`src/rtl/muldiv_pkg.sv`:
```
// Shared constants for the HI/LO sequencer: R-type functs, FSM encodings
// and funct-class helpers.
package muldiv_pkg;

  localparam logic [4:0] ALU_RTYPE = 5'b01111;

  localparam logic [5:0] FUNCT_MFHI  = 6'b010000;
  localparam logic [5:0] FUNCT_MTHI  = 6'b010001;
  localparam logic [5:0] FUNCT_MFLO  = 6'b010010;
  localparam logic [5:0] FUNCT_MTLO  = 6'b010011;
  localparam logic [5:0] FUNCT_MULT  = 6'b011000;
  localparam logic [5:0] FUNCT_MULTU = 6'b011001;
  localparam logic [5:0] FUNCT_DIV   = 6'b011010;
  localparam logic [5:0] FUNCT_DIVU  = 6'b011011;

  localparam logic [2:0] ST_IDLE      = 3'd0;
  localparam logic [2:0] ST_MUL_BUSY  = 3'd1;
  localparam logic [2:0] ST_DIV_BUSY  = 3'd2;
  localparam logic [2:0] ST_DRAIN_MUL = 3'd3;
  localparam logic [2:0] ST_DRAIN_DIV = 3'd4;

  typedef enum logic [2:0] {
    S_IDLE      = ST_IDLE,
    S_MUL_BUSY  = ST_MUL_BUSY,
    S_DIV_BUSY  = ST_DIV_BUSY,
    S_DRAIN_MUL = ST_DRAIN_MUL,
    S_DRAIN_DIV = ST_DRAIN_DIV
  } muldiv_state_t;

  // MULT/MULTU/DIV/DIVU all share the 0110xx prefix.
  function automatic logic is_muldiv_funct(input logic [5:0] f);
    return (f[5:2] == 4'b0110);
  endfunction

  // MFHI/MTHI/MFLO/MTLO all share the 0100xx prefix.
  function automatic logic is_hilo_funct(input logic [5:0] f);
    return (f[5:2] == 4'b0100);
  endfunction

endpackage

```
`src/rtl/muldiv_ctrl.sv`:
```
// Execute-stage sequencer for the multi-cycle Mult/Div units: launches a unit,
// stalls the pipe until it finishes, and owns the architectural HI/LO pair.
module muldiv_ctrl
  import muldiv_pkg::*;
#(
  parameter bit DIV_ZERO_SKIP = 1'b1
) (
  input  logic        clk,
  input  logic        rst_n,
  input  logic        op_valid,
  input  logic [5:0]  funct,
  input  logic [31:0] src_a,
  input  logic [31:0] src_b,
  input  logic        flush,
  output logic        mul_start,
  output logic        div_start,
  output logic        mul_sign,
  output logic        div_sign,
  output logic [31:0] unit_a,
  output logic [31:0] unit_b,
  input  logic        mul_done,
  input  logic        div_done,
  input  logic [31:0] mul_hi,
  input  logic [31:0] mul_lo,
  input  logic [31:0] div_hi,
  input  logic [31:0] div_lo,
  output logic        stall,
  output logic [31:0] hi,
  output logic [31:0] lo
);

  logic [2:0]  state_reg;
  logic [2:0]  state_next;
  logic        mul_start_reg;
  logic        div_start_reg;
  logic        mul_sign_reg;
  logic        div_sign_reg;
  logic [31:0] unit_a_reg;
  logic [31:0] unit_b_reg;
  logic [31:0] hi_reg;
  logic [31:0] lo_reg;

  logic        muldiv_op;
  logic        hilo_op;
  logic        is_div;
  logic        is_signed;
  logic        zero_skip;
  logic        in_idle;
  logic        in_busy;
  logic        in_drain;
  logic        busy_done;
  logic        accept;
  logic        result_write;
  logic        mt_ok;
  logic [31:0] result_hi;
  logic [31:0] result_lo;

  // Decode: bit 1 selects the divider, bit 0 selects the unsigned variant.
  assign muldiv_op = op_valid & is_muldiv_funct(funct);
  assign hilo_op   = op_valid & is_hilo_funct(funct);
  assign is_div    = funct[1];
  assign is_signed = ~funct[0];
  assign zero_skip = DIV_ZERO_SKIP && is_div && (src_b == 32'd0);

  assign in_idle   = (state_reg == ST_IDLE);
  assign in_busy   = (state_reg == ST_MUL_BUSY) | (state_reg == ST_DIV_BUSY);
  assign in_drain  = (state_reg == ST_DRAIN_MUL) | (state_reg == ST_DRAIN_DIV);
  assign busy_done = ((state_reg == ST_MUL_BUSY) & mul_done) |
                     ((state_reg == ST_DIV_BUSY) & div_done);

  assign accept       = in_idle & muldiv_op & ~flush & ~zero_skip;
  assign result_write = busy_done & ~flush;
  assign mt_ok        = in_idle & op_valid & ~flush;

  assign result_hi = (state_reg == ST_MUL_BUSY) ? mul_hi : div_hi;
  assign result_lo = (state_reg == ST_MUL_BUSY) ? mul_lo : div_lo;

  // The issuing instruction is held from accept until its done cycle; during a
  // drain only instructions touching the units or HI/LO have to wait.
  assign stall = accept
               | (in_busy & ~busy_done & ~flush)
               | (in_drain & (muldiv_op | hilo_op));

  always_comb begin
    state_next = state_reg;
    case (state_reg)
      ST_IDLE: begin
        if (accept) begin
          state_next = is_div ? ST_DIV_BUSY : ST_MUL_BUSY;
        end
      end
      ST_MUL_BUSY: begin
        if (mul_done) begin
          state_next = ST_IDLE;
        end else if (flush) begin
          state_next = ST_DRAIN_MUL;
        end
      end
      ST_DIV_BUSY: begin
        if (div_done) begin
          state_next = ST_IDLE;
        end else if (flush) begin
          state_next = ST_DRAIN_DIV;
        end
      end
      ST_DRAIN_MUL: begin
        if (mul_done) begin
          state_next = ST_IDLE;
        end
      end
      ST_DRAIN_DIV: begin
        if (div_done) begin
          state_next = ST_IDLE;
        end
      end
      default: state_next = ST_IDLE;
    endcase
  end

  always_ff @(posedge clk or negedge rst_n) begin
    if (!rst_n) begin
      state_reg <= ST_IDLE;
    end else begin
      state_reg <= state_next;
    end
  end

  // Start pulses are one cycle wide by construction: accept only fires in IDLE.
  always_ff @(posedge clk or negedge rst_n) begin
    if (!rst_n) begin
      mul_start_reg <= 1'b0;
      div_start_reg <= 1'b0;
    end else begin
      mul_start_reg <= accept & ~is_div;
      div_start_reg <= accept & is_div;
    end
  end

  always_ff @(posedge clk or negedge rst_n) begin
    if (!rst_n) begin
      unit_a_reg   <= 32'd0;
      unit_b_reg   <= 32'd0;
      mul_sign_reg <= 1'b0;
      div_sign_reg <= 1'b0;
    end else if (accept) begin
      unit_a_reg <= src_a;
      unit_b_reg <= src_b;
      if (is_div) begin
        div_sign_reg <= is_signed;
      end else begin
        mul_sign_reg <= is_signed;
      end
    end
  end

  // Result writes and MTHI/MTLO are mutually exclusive: an MT cannot reach
  // execute while a unit is busy.
  always_ff @(posedge clk or negedge rst_n) begin
    if (!rst_n) begin
      hi_reg <= 32'd0;
      lo_reg <= 32'd0;
    end else if (result_write) begin
      hi_reg <= result_hi;
      lo_reg <= result_lo;
    end else if (mt_ok) begin
      if (funct == FUNCT_MTHI) begin
        hi_reg <= src_a;
      end
      if (funct == FUNCT_MTLO) begin
        lo_reg <= src_a;
      end
    end
  end

  assign mul_start = mul_start_reg;
  assign div_start = div_start_reg;
  assign mul_sign  = mul_sign_reg;
  assign div_sign  = div_sign_reg;
  assign unit_a    = unit_a_reg;
  assign unit_b    = unit_b_reg;
  assign hi        = hi_reg;
  assign lo        = lo_reg;

endmodule
```
`config.mk`:
```
export PLATFORM = sky130hd
export DESIGN_NAME = muldiv_ctrl
export DESIGN_NICKNAME = d
export VERILOG_FILES = /design/src/rtl/muldiv_pkg.sv /design/src/rtl/muldiv_ctrl.sv
export SDC_FILE = /design/constraint.sdc
export NUM_CORES = 1
export LEC_CHECK = 0
export CORE_AREA = 2 2 131 133
export CTS_CLUSTER_DIAMETER = 100
export DETAILED_ROUTE_END_ITERATION = 6
export DIE_AREA = 0 0 133 135
export DONT_BUFFER_PORTS = 1
export HOLD_SLACK_MARGIN = 0.03
export PLACE_DENSITY = 0.63
export SYNTH_ARGS = -nofsm -noshare
export SYNTH_HDL_FRONTEND = slang
export SYNTH_SLANG_ARGS = --single-unit
```
`constraint.sdc`:
```
create_clock -name clk -period 1.81 [get_ports clk]
set_input_delay 0.362 -clock clk [delete_from_list [all_inputs] [get_ports clk]]
set_output_delay 0.362 -clock clk [all_outputs]
set_load 0.05 [all_outputs]
```
### Word level (Yosys, flattened, before mapping)

Cells that the tools add are included.
Widths: inputs -> output; s select.

| operators by class | value |
|---|---|
| equality and inequality tests | 13 |
| mux-type cells | 17 |
| bitwise logic cells | 26 |
| reduce and logical (&&, ||, !) cells | 11 |

Operator list:

| kind | number |
|---|---|
| $mux 32 | 8 |
| $logic_not 32->1 | 1 |
| $mux 3 | 7 |
| $and 1x1->1 | 15 |
| $pmux 3 s5 | 1 |
| $eq 6x5->1 const B | 2 |
| $eq 4x3->1 const B | 2 |
| $reduce_and 2->1 | 4 |
| $eq 3x2->1 const B | 2 |
| $ne 3x3->1 const B | 2 |
| $or 1x1->1 | 6 |
| $reduce_bool 2->1 | 3 |
| $not 1->1 | 5 |
| $reduce_and 5->1 | 1 |
| $ne 2x2->1 const B | 2 |
| $eq 3x1->1 const B | 1 |
| $eq 3x3->1 const B | 1 |
| $logic_not 3->1 | 1 |
| $mux 2 | 1 |
| $ne 2x1->1 const B | 1 |
| $logic_and 1x1->1 | 1 |

| word-level totals | value |
|---|---|
| register bits after elaboration | 135 |
| input bits | 204 |

### Depth between registers and ports, before layout

Gate-level depths: netlist (run 1).

| logic depth | value |
|---|---|
| depth after elaboration | 8 |
| depth in mapped cells | 7 |
| gate-level depth less buffers | 4 |

### Worst setup path after synthesis (run 1)

Ideal clock, no wire load.

| path | value |
|---|---|
| kind | reg2out |
| start point | reg state_reg[1] |
| end point | out stall |
| arrival | 2.006 ns |
| path slack | -0.558 ns |
| cell stages (with the launch flop) | 6 |
| buffers on the path | 1 |
| cells stage by stage | dfrtp_1 -> clkbuf_1 -> or3b_2 -> o21ai_0 -> a32oi_1 -> o211ai_1 |

| on the way | value |
|---|---|
| cells in the longest elaborated chain, start to end | 8 |
| elaborated cells between the ends (all ways) | 19 |
| classes of those cells | eq/ne (4); bitwise (14); reduce/logical (1) |

Ends and longest elaborated chain:

| what | line | RTL |
|---|---|---|
| from (decl) | muldiv_ctrl.sv:32 | `logic [2:0] state_reg;` |
| from (signal assigned) | muldiv_ctrl.sv:124 | `state_reg <= state_next;` |
| $eq 3x1->1 / $eq 3x2->1 (equally long branches) | muldiv_ctrl.sv:66, muldiv_ctrl.sv:68, muldiv_ctrl.sv:69 |  |
| $and 1x1->1, on equally long branches | muldiv_ctrl.sv:68, muldiv_ctrl.sv:69 |  |
| $or 1x1->1 | muldiv_ctrl.sv:68 | `assign busy_done = ((state_reg == ST_MUL_BUSY) & mul_done) \|` |
| $not 1->1 | muldiv_ctrl.sv:81 | `\| (in_busy & ~busy_done & ~flush)` |
| $and 1x1->1 (2 in series) | muldiv_ctrl.sv:81 |  |
| $or 1x1->1 | muldiv_ctrl.sv:81 |  |
| $or 1x1->1 * | muldiv_ctrl.sv:82 | `\| (in_drain & (muldiv_op \| hilo_op));` |
| to (decl) | muldiv_ctrl.sv:27 | `output logic stall,` |

Every way passes the cells marked *; elsewhere a longest branch is shown, timed or not.

### Worst setup path after layout (run 1)

| path | value |
|---|---|
| start point | reg state_reg[0] |
| end point | out stall |

The elaborated chain is that of the path after synthesis.

==> results.json, run 1 <==
{
  "rows": 47,
  "synthesis.instances": 563,
  "tritoncts.num_buffers": 17,
  "antenna_violating_nets_post_route": 0,
  "area_fraction_of_the_dominant_cell_type_after_synthesis": 0.523,
  "place_worst_setup_slack_ns": -0.357,
  "overflow": 0,
  "diodes": 0,
  "synth_fp_nets": 767,
  "hold_ws_ns": -0.363,
  "dieWidth_um": 133,
  "finish.net_count": 810,
  "gp_congestion": 0.813,
  "synthToLayoutAreaGrowth_pct": 33.8,
  "detail_route.drc_violations": 0,
  "worstPathMaxFanout": 3,
  "tritoncts_clock_tree": "built",
  "grt_usage": 0.216,
  "grt_setup_unrepaired": "true",
  "cts_root_buffer": "sky130_fd_sc_hd__clkbuf_16",
  "initial_core_util": 0.394,
  "final.period_utilization": 1.30,
  "drive_gt1_frac": 0.372,
  "pwrdens_mw_per_mm2": 1260,
  "drt_pre_antenna_iters": 4,
  "timing.slew.headroom": 0.634,
  "yosysMostFrequentCell": "sky130_fd_sc_hd__dfrtp_1",
  "max_cap_viol_count": 0,
  "yosys_register_bits": 135,
  "first_iter_violations": 272,
  "first_global_vias": 5055,
  "viasPerCell": 6.13,
  "die_area_mm2": 0.0180,
  "multi_input_comb_area_mm2": 0.00334,
  "synth_compound_area_frac": 0.0973,
  "drt-total-wl_um": 22000,
  "detailedPlacementHpwl_um": 13900,
  "simple_gate_portion_of_the_synthesized_area": 0.139,
  "clk_path_buf_depth": 2,
  "p_leak_nw": 3.61,
  "synth.largest_area_cell": "sky130_fd_sc_hd__dfrtp_1",
  "timing.clock.skew_ns": 0.0125,
  "area.sequential_mm2": 0.00338,
  "synthAdderAreaFrac": 0,
  "synth_edf_count": 0,
  "finalHoldViolations": 135,
  "cp_data_required_time_ns": 1.45,
  "clk_pin_slew_ns": 0.06,
  "port-buffer-count": 0,
  "average_routed_wire_per_standard_cell_um": 26.2,
  "clkLatencyLatePin_ns": 0.43,
  "syn_area_per_cell_um2": 11.5,
  "yosysWarningCount": 0,
  "ios": 337,
  "num-fill-cells": 1365,
  "detailroute.via_count": 5144,
  "layout_setup_ws_ns": -0.544,
  "post_synth_mux_area_share": 0.200,
  "timing.setup.tns_ns": -20.04,
  "cts_hold_repair.buffers": 2,
  "violated_checks": "hold timing, setup timing",
  "htree_levels": 4,
  "core_region_area_mm2": 0.0164,
  "tightestPinTransition_ns": 0.548,
  "post-route-cell-area_mm2": 0.00865,
  "critPathArrivalTime_ns": 1.99,
  "grt_start_max_net_pins": 136,
  "ys.flop_type": "sky130_fd_sc_hd__dfrtp_1",
  "grt_pass1_wl_um": 29300,
  "final_worst_path_period_need_ns": 2.35,
  "post_synth_most_frequent_cells": "sky130_fd_sc_hd__dfrtp_1 (135), sky130_fd_sc_hd__nand3_1 (113), sky130_fd_sc_hd__mux2i_1 (65), sky130_fd_sc_hd__o211ai_1 (65), sky130_fd_sc_hd__mux2_1 (42)",
  "worst_setup_path_start_kind": "register",
  "path_class": "register to output pin",
  "synthesis.area_mm2": 0.00646,
  "vdd_ir_drop_max_uv": 624,
  "dpl_cell_area_mm2": 0.00713,
  "post_synthesis_sequential_area_ratio": 0.523,
  "ys_async_sr_fraction": 1.00,
  "post_synth_main_area_contributors": "sky130_fd_sc_hd__dfrtp_1 (52%), sky130_fd_sc_hd__mux2i_1 (10%), sky130_fd_sc_hd__nand3_1 (8.7%), sky130_fd_sc_hd__o211ai_1 (7.5%), sky130_fd_sc_hd__mux2_1 (7.3%)",
  "min-delay-path-class": "input pin to async pin",
  "post_synth_num_cell_types": 40,
  "synth-xor-area-share": 0,
  "finalMaxSlewViolations": 0,
  "status": "finished, violations left",
  "count_of_endpoints_failing_setup_in_the_final_report": 119,
  "clkSinkCount": 135,
  "grt_antenna_before_repair": 0,
  "clock.fmax_mhz": 425,
  "largest_family_of_logic_cells_by_synthesized_area": "multiplexers",
  "crit_path_end_kind": "output pin",
  "die_h_um": 135
}
what timing repair did:
item | 4_1_cts | 5_1_grt
gates resized for setup | 5 | 83
pin swaps | 2 | 27
endpoints found under the hold margin | 137 | 135
setup endpoints to repair | 114 | 120
gates cloned | 3 | 14
buffers inserted | 5 | 13
placed cells by master, fill, tap and decap left out, drive strengths merged:
master,n
nand3b,2
a22o,7
nor4b,1
and3,1
clkinv,1
mux2i,65
o31ai,1
a21oi,2
nor2,2
nand2b,3
a211oi,1
nand2,23
nor3b,1
clkbuf,28
clkinvlp,4
dfrtp,135
o21ai,3
o22ai,1
or3b,1
nand3,113
nor3,4
and4bb,1
a211o,1
nand4,3
inv,9
buf,62
or4bb,1
bufinv,4
o311ai,1
nor2b,1
dlygate4sd3,2
or3,1
nor4,9
a32oi,1
a22oi,1
or4,1
mux2,57
o211ai,65
critical path, stage by stage (launching register included):
cell	delay, ns
sky130_fd_sc_hd__dfrtp_2	0.43
sky130_fd_sc_hd__nor4_4	0.32
sky130_fd_sc_hd__and3_4	0.26
sky130_fd_sc_hd__o31ai_4	0.07
sky130_fd_sc_hd__buf_4	0.13
sky130_fd_sc_hd__o211ai_1	0.10
sky130_fd_sc_hd__buf_4	0.25
layer usage:
layer  part of all wire  routed length, um  up-vias  track usage
met5                  0                  0        -            0
met4              0.023                496        0       0.0806
met3              0.095               2090       36       0.0803
met2               0.51              11100      339        0.366
met1               0.38               8290     2566        0.251
li1                   -                  -     2203            -
report_power, final:
| part | total, mW | internal [mW] | switching, mW |
|---|---|---|---|
| combinational | 0.936 | 0.606 | 0.330 |
| sequential | 6.25 | 3.58 | 2.67 |
| clock | 3.75 | 2.36 | 1.39 |
| total | 10.9 | 6.54 | 4.39 |
cell families after synthesis:
kind of cell / count (synthesis)
AO/OA/AOI/OAI: 84
buffers and inverters: 54
multiplexers: 122
AND/OR/NAND/NOR: 168
flip-flops: 135
path summary, 6_finish.rpt:
| kind | from | cells past startpoint | to | slack (ns) |
|---|---|---|---|---|
| setup reg to reg | state_reg[0] | 10 | lo[15] | -0.35 |
| hold reg to reg | state_reg[2] | 2 | state_reg[0] | 0.70 |
| min in group clk | funct[0] | 1 | mul_sign | 0.05 |
| max in group asynchronous | rst_n | 0 | state_reg[0] | 1.98 |
| setup / recovery | state_reg[0] | 6 | stall | -0.54 |
| hold / removal | rst_n | 0 | unit_a[9] | -0.36 |
area by class of cell:
type | count | area share
sequential | 135 | 0.391
multi-input combinational | 374 | 0.386
timing repair buffer | 73 | 0.115
clock buffer | 19 | 0.0512
tap | 220 | 0.0318
clock inverter | 13 | 0.0224
inverter | 5 | 0.00217
per-stage QoR:
stage,cells,util,total power [mW]
after floorplan,563,-,6.89
after global placement,772,0.435,7.13
after CTS,814,0.482,11.0
final,839,0.527,10.9
after global routing,839,0.527,11.3
after detailed placement,772,0.435,7.20
(Power assumes the default switching activity.)
==> inputs of run 2 (changes only) <==
--- a/config.mk
+++ b/config.mk
@@ -5,13 +5,15 @@
 export SDC_FILE = /design/constraint.sdc
 export NUM_CORES = 1
 export LEC_CHECK = 0
-export CORE_AREA = 2 2 131 133
+export CORE_ASPECT_RATIO = 0.9
+export CORE_MARGIN = 1
+export CORE_UTILIZATION = 40
 export CTS_CLUSTER_DIAMETER = 100
 export DETAILED_ROUTE_END_ITERATION = 6
-export DIE_AREA = 0 0 133 135
 export DONT_BUFFER_PORTS = 1
 export HOLD_SLACK_MARGIN = 0.03
-export PLACE_DENSITY = 0.63
+export PLACE_DENSITY = 0.64
+export SLEW_MARGIN = 25
 export SYNTH_ARGS = -nofsm -noshare
 export SYNTH_HDL_FRONTEND = slang
 export SYNTH_SLANG_ARGS = --single-unit
==> results.json, run 2 (synthesis gave the netlist of run 1 again) <==
{
  "status": "finished, violations left",
  "violated_checks": "hold timing, setup timing",
  "clkSinkCount": 135,
  "p_leak_nw": 3.53,
  "synthToLayoutAreaGrowth_pct": 30.8,
  "max_cap_viol_count": 0,
  "gp_congestion": 0.823,
  "num-fill-cells": 1310,
  "dieWidth_um": 136,
  "port-buffer-count": 0,
  "detailedPlacementHpwl_um": 13100,
  "drt-total-wl_um": 19900,
  "layout_setup_ws_ns": -0.454,
  "cts_hold_repair.buffers": 2,
  "grt_pass1_wl_um": 27700,
  "ios": 337,
  "grt_start_max_net_pins": 136,
  "timing.slew.headroom": 0.634,
  "r2r_end": "hi[15]",
  "crit_chain": "buf_6 -> or3b_4 -> o21ai_2 -> a32oi_1 -> o211ai_1 -> buf_4",
  "clk_path_buf_depth": 2,
  "total_power_mw": 10.8,
  "tritoncts.num_buffers": 17,
  "timing.clock.skew_ns": 0.00637,
  "clk_pin_slew_ns": 0.07,
  "crit_path_end_kind": "output pin",
  "grt_usage": 0.223,
  "first_global_vias": 4851,
  "die_area_mm2": 0.0167,
  "clkLatencyLatePin_ns": 0.41,
  "final_worst_path_period_need_ns": 2.26,
  "worstPathMaxFanout": 5,
  "die_h_um": 123,
  "core_region_area_mm2": 0.0156,
  "critPathArrivalTime_ns": 1.90,
  "cts_root_buffer": "sky130_fd_sc_hd__clkbuf_16",
  "count_of_endpoints_failing_setup_in_the_final_report": 112,
  "drt_pre_antenna_iters": 4,
  "detail_route.drc_violations": 0,
  "crit-reg2reg-launch": "state_reg[0]",
  "finalHoldViolations": 135,
  "finalMaxSlewViolations": 0,
  "grt_antenna_before_repair": 0,
  "final.period_utilization": 1.25,
  "vdd_ir_drop_max_uv": 880,
  "slowest_stage": "sky130_fd_sc_hd__dfrtp_2",
  "worst_setup_path_start_kind": "register",
  "mostFrequentLayoutCell": "sky130_fd_sc_hd__dfrtp_1",
  "drive_gt1_frac": 0.333,
  "hold_ws_ns": -0.364,
  "reg2reg_slack_ns": -0.26,
  "reg2regPathDepth": 8,
  "initial_core_util": 0.414,
  "antenna_violating_nets_post_route": 0,
  "pwrdens_mw_per_mm2": 1280,
  "min-delay-path-class": "input pin to async pin",
  "detailroute.via_count": 4888,
  "finish.net_count": 797,
  "tritoncts_clock_tree": "built",
  "path_class": "register to output pin",
  "first_iter_violations": 330,
  "overflow": 0,
  "final_util": 0.542,
  "layout.cells.most_common_list": "sky130_fd_sc_hd__dfrtp_1 (132), sky130_fd_sc_hd__nand3_1 (78), sky130_fd_sc_hd__o211ai_1 (65), sky130_fd_sc_hd__mux2i_1 (65), sky130_fd_sc_hd__mux2_4 (43)",
  "critical-path-max-stage-delay_ns": 0.43,
  "viasPerCell": 6.05,
  "diodes": 0,
  "tightestPinTransition_ns": 0.549,
  "htree_levels": 4,
  "rows": 43,
  "average_routed_wire_per_standard_cell_um": 24.6,
  "cp_data_required_time_ns": 1.45,
  "clock.fmax_mhz": 442,
  "grt_setup_unrepaired": "true"
}
-- run 2: power by group --
| group | switching, mW | internal [mW] | leakage [nW] |
|---|---|---|---|
| Combinational | 0.318 | 0.601 | 1.47 |
| Clock | 1.42 | 2.24 | 0.307 |
| Sequential | 2.66 | 3.58 | 1.76 |
| Total | 4.40 | 6.42 | 3.53 |
-- run 2: cell type report --
class | instances | area (um2) | area share
Clock buffer | 18 | 439 | 0.0519
Clock inverter | 14 | 186 | 0.0220
Inverter | 5 | 18.8 | 0.00222
Multi-Input combinational cell | 374 | 3300 | 0.390
Sequential cell | 135 | 3380 | 0.400
Tap cell | 202 | 253 | 0.0299
Timing Repair Buffer | 60 | 876 | 0.104
-- run 2: worst max-delay path by stage --
stage,start,endpoint,slack (ns)
after floorplan,state_reg[1],stall,-0.41
after CTS,state_reg[0],stall,-0.49
final,state_reg[0],stall,-0.45
after global routing,state_reg[0],stall,-0.55
after detailed placement,src_b[1],unit_b[8],-0.44
after global placement,src_b[1],unit_b[7],-0.41
-- run 2: per-layer routing --
metal / up-vias / GRT usage / wire length (um)
met5: - / 0 / 0
met4: 0 / 0.0757 / 403
met3: 26 / 0.0715 / 1460
met2: 249 / 0.364 / 9990
met1: 2436 / 0.277 / 8060
li1: 2177 / - / -
-- run 2: timing repair --
item / CTS / global route
hold endpoints to repair: 137 / 135
resized for setup: 17 / 63
endpoints found under the setup margin: 108 / 125
pin swaps: 3 / 43
setup buffers: 5 / 9
cloned: 3 / 8
-- run 2: critical path, delay by kind of cell, from the launching register on --
kind	cells	cell delay (ns)
flops	1	0.43
buf+inv	2	0.38
simple gates	1	0.37
compound gates	3	0.32
-- run 2: stage by stage --
stage | std cells | instance area [um2] | setup slack, ns | setup TNS [ns]
after global placement | 751 | 7100 | -0.415 | -32.48
final | 808 | 8460 | -0.454 | -19.66
after floorplan | 563 | 6730 | -0.415 | -4.80
after detailed placement | 751 | 7100 | -0.443 | -33.83
after global routing | 808 | 8460 | -0.555 | -29.52
after CTS | 792 | 7940 | -0.486 | -21.01
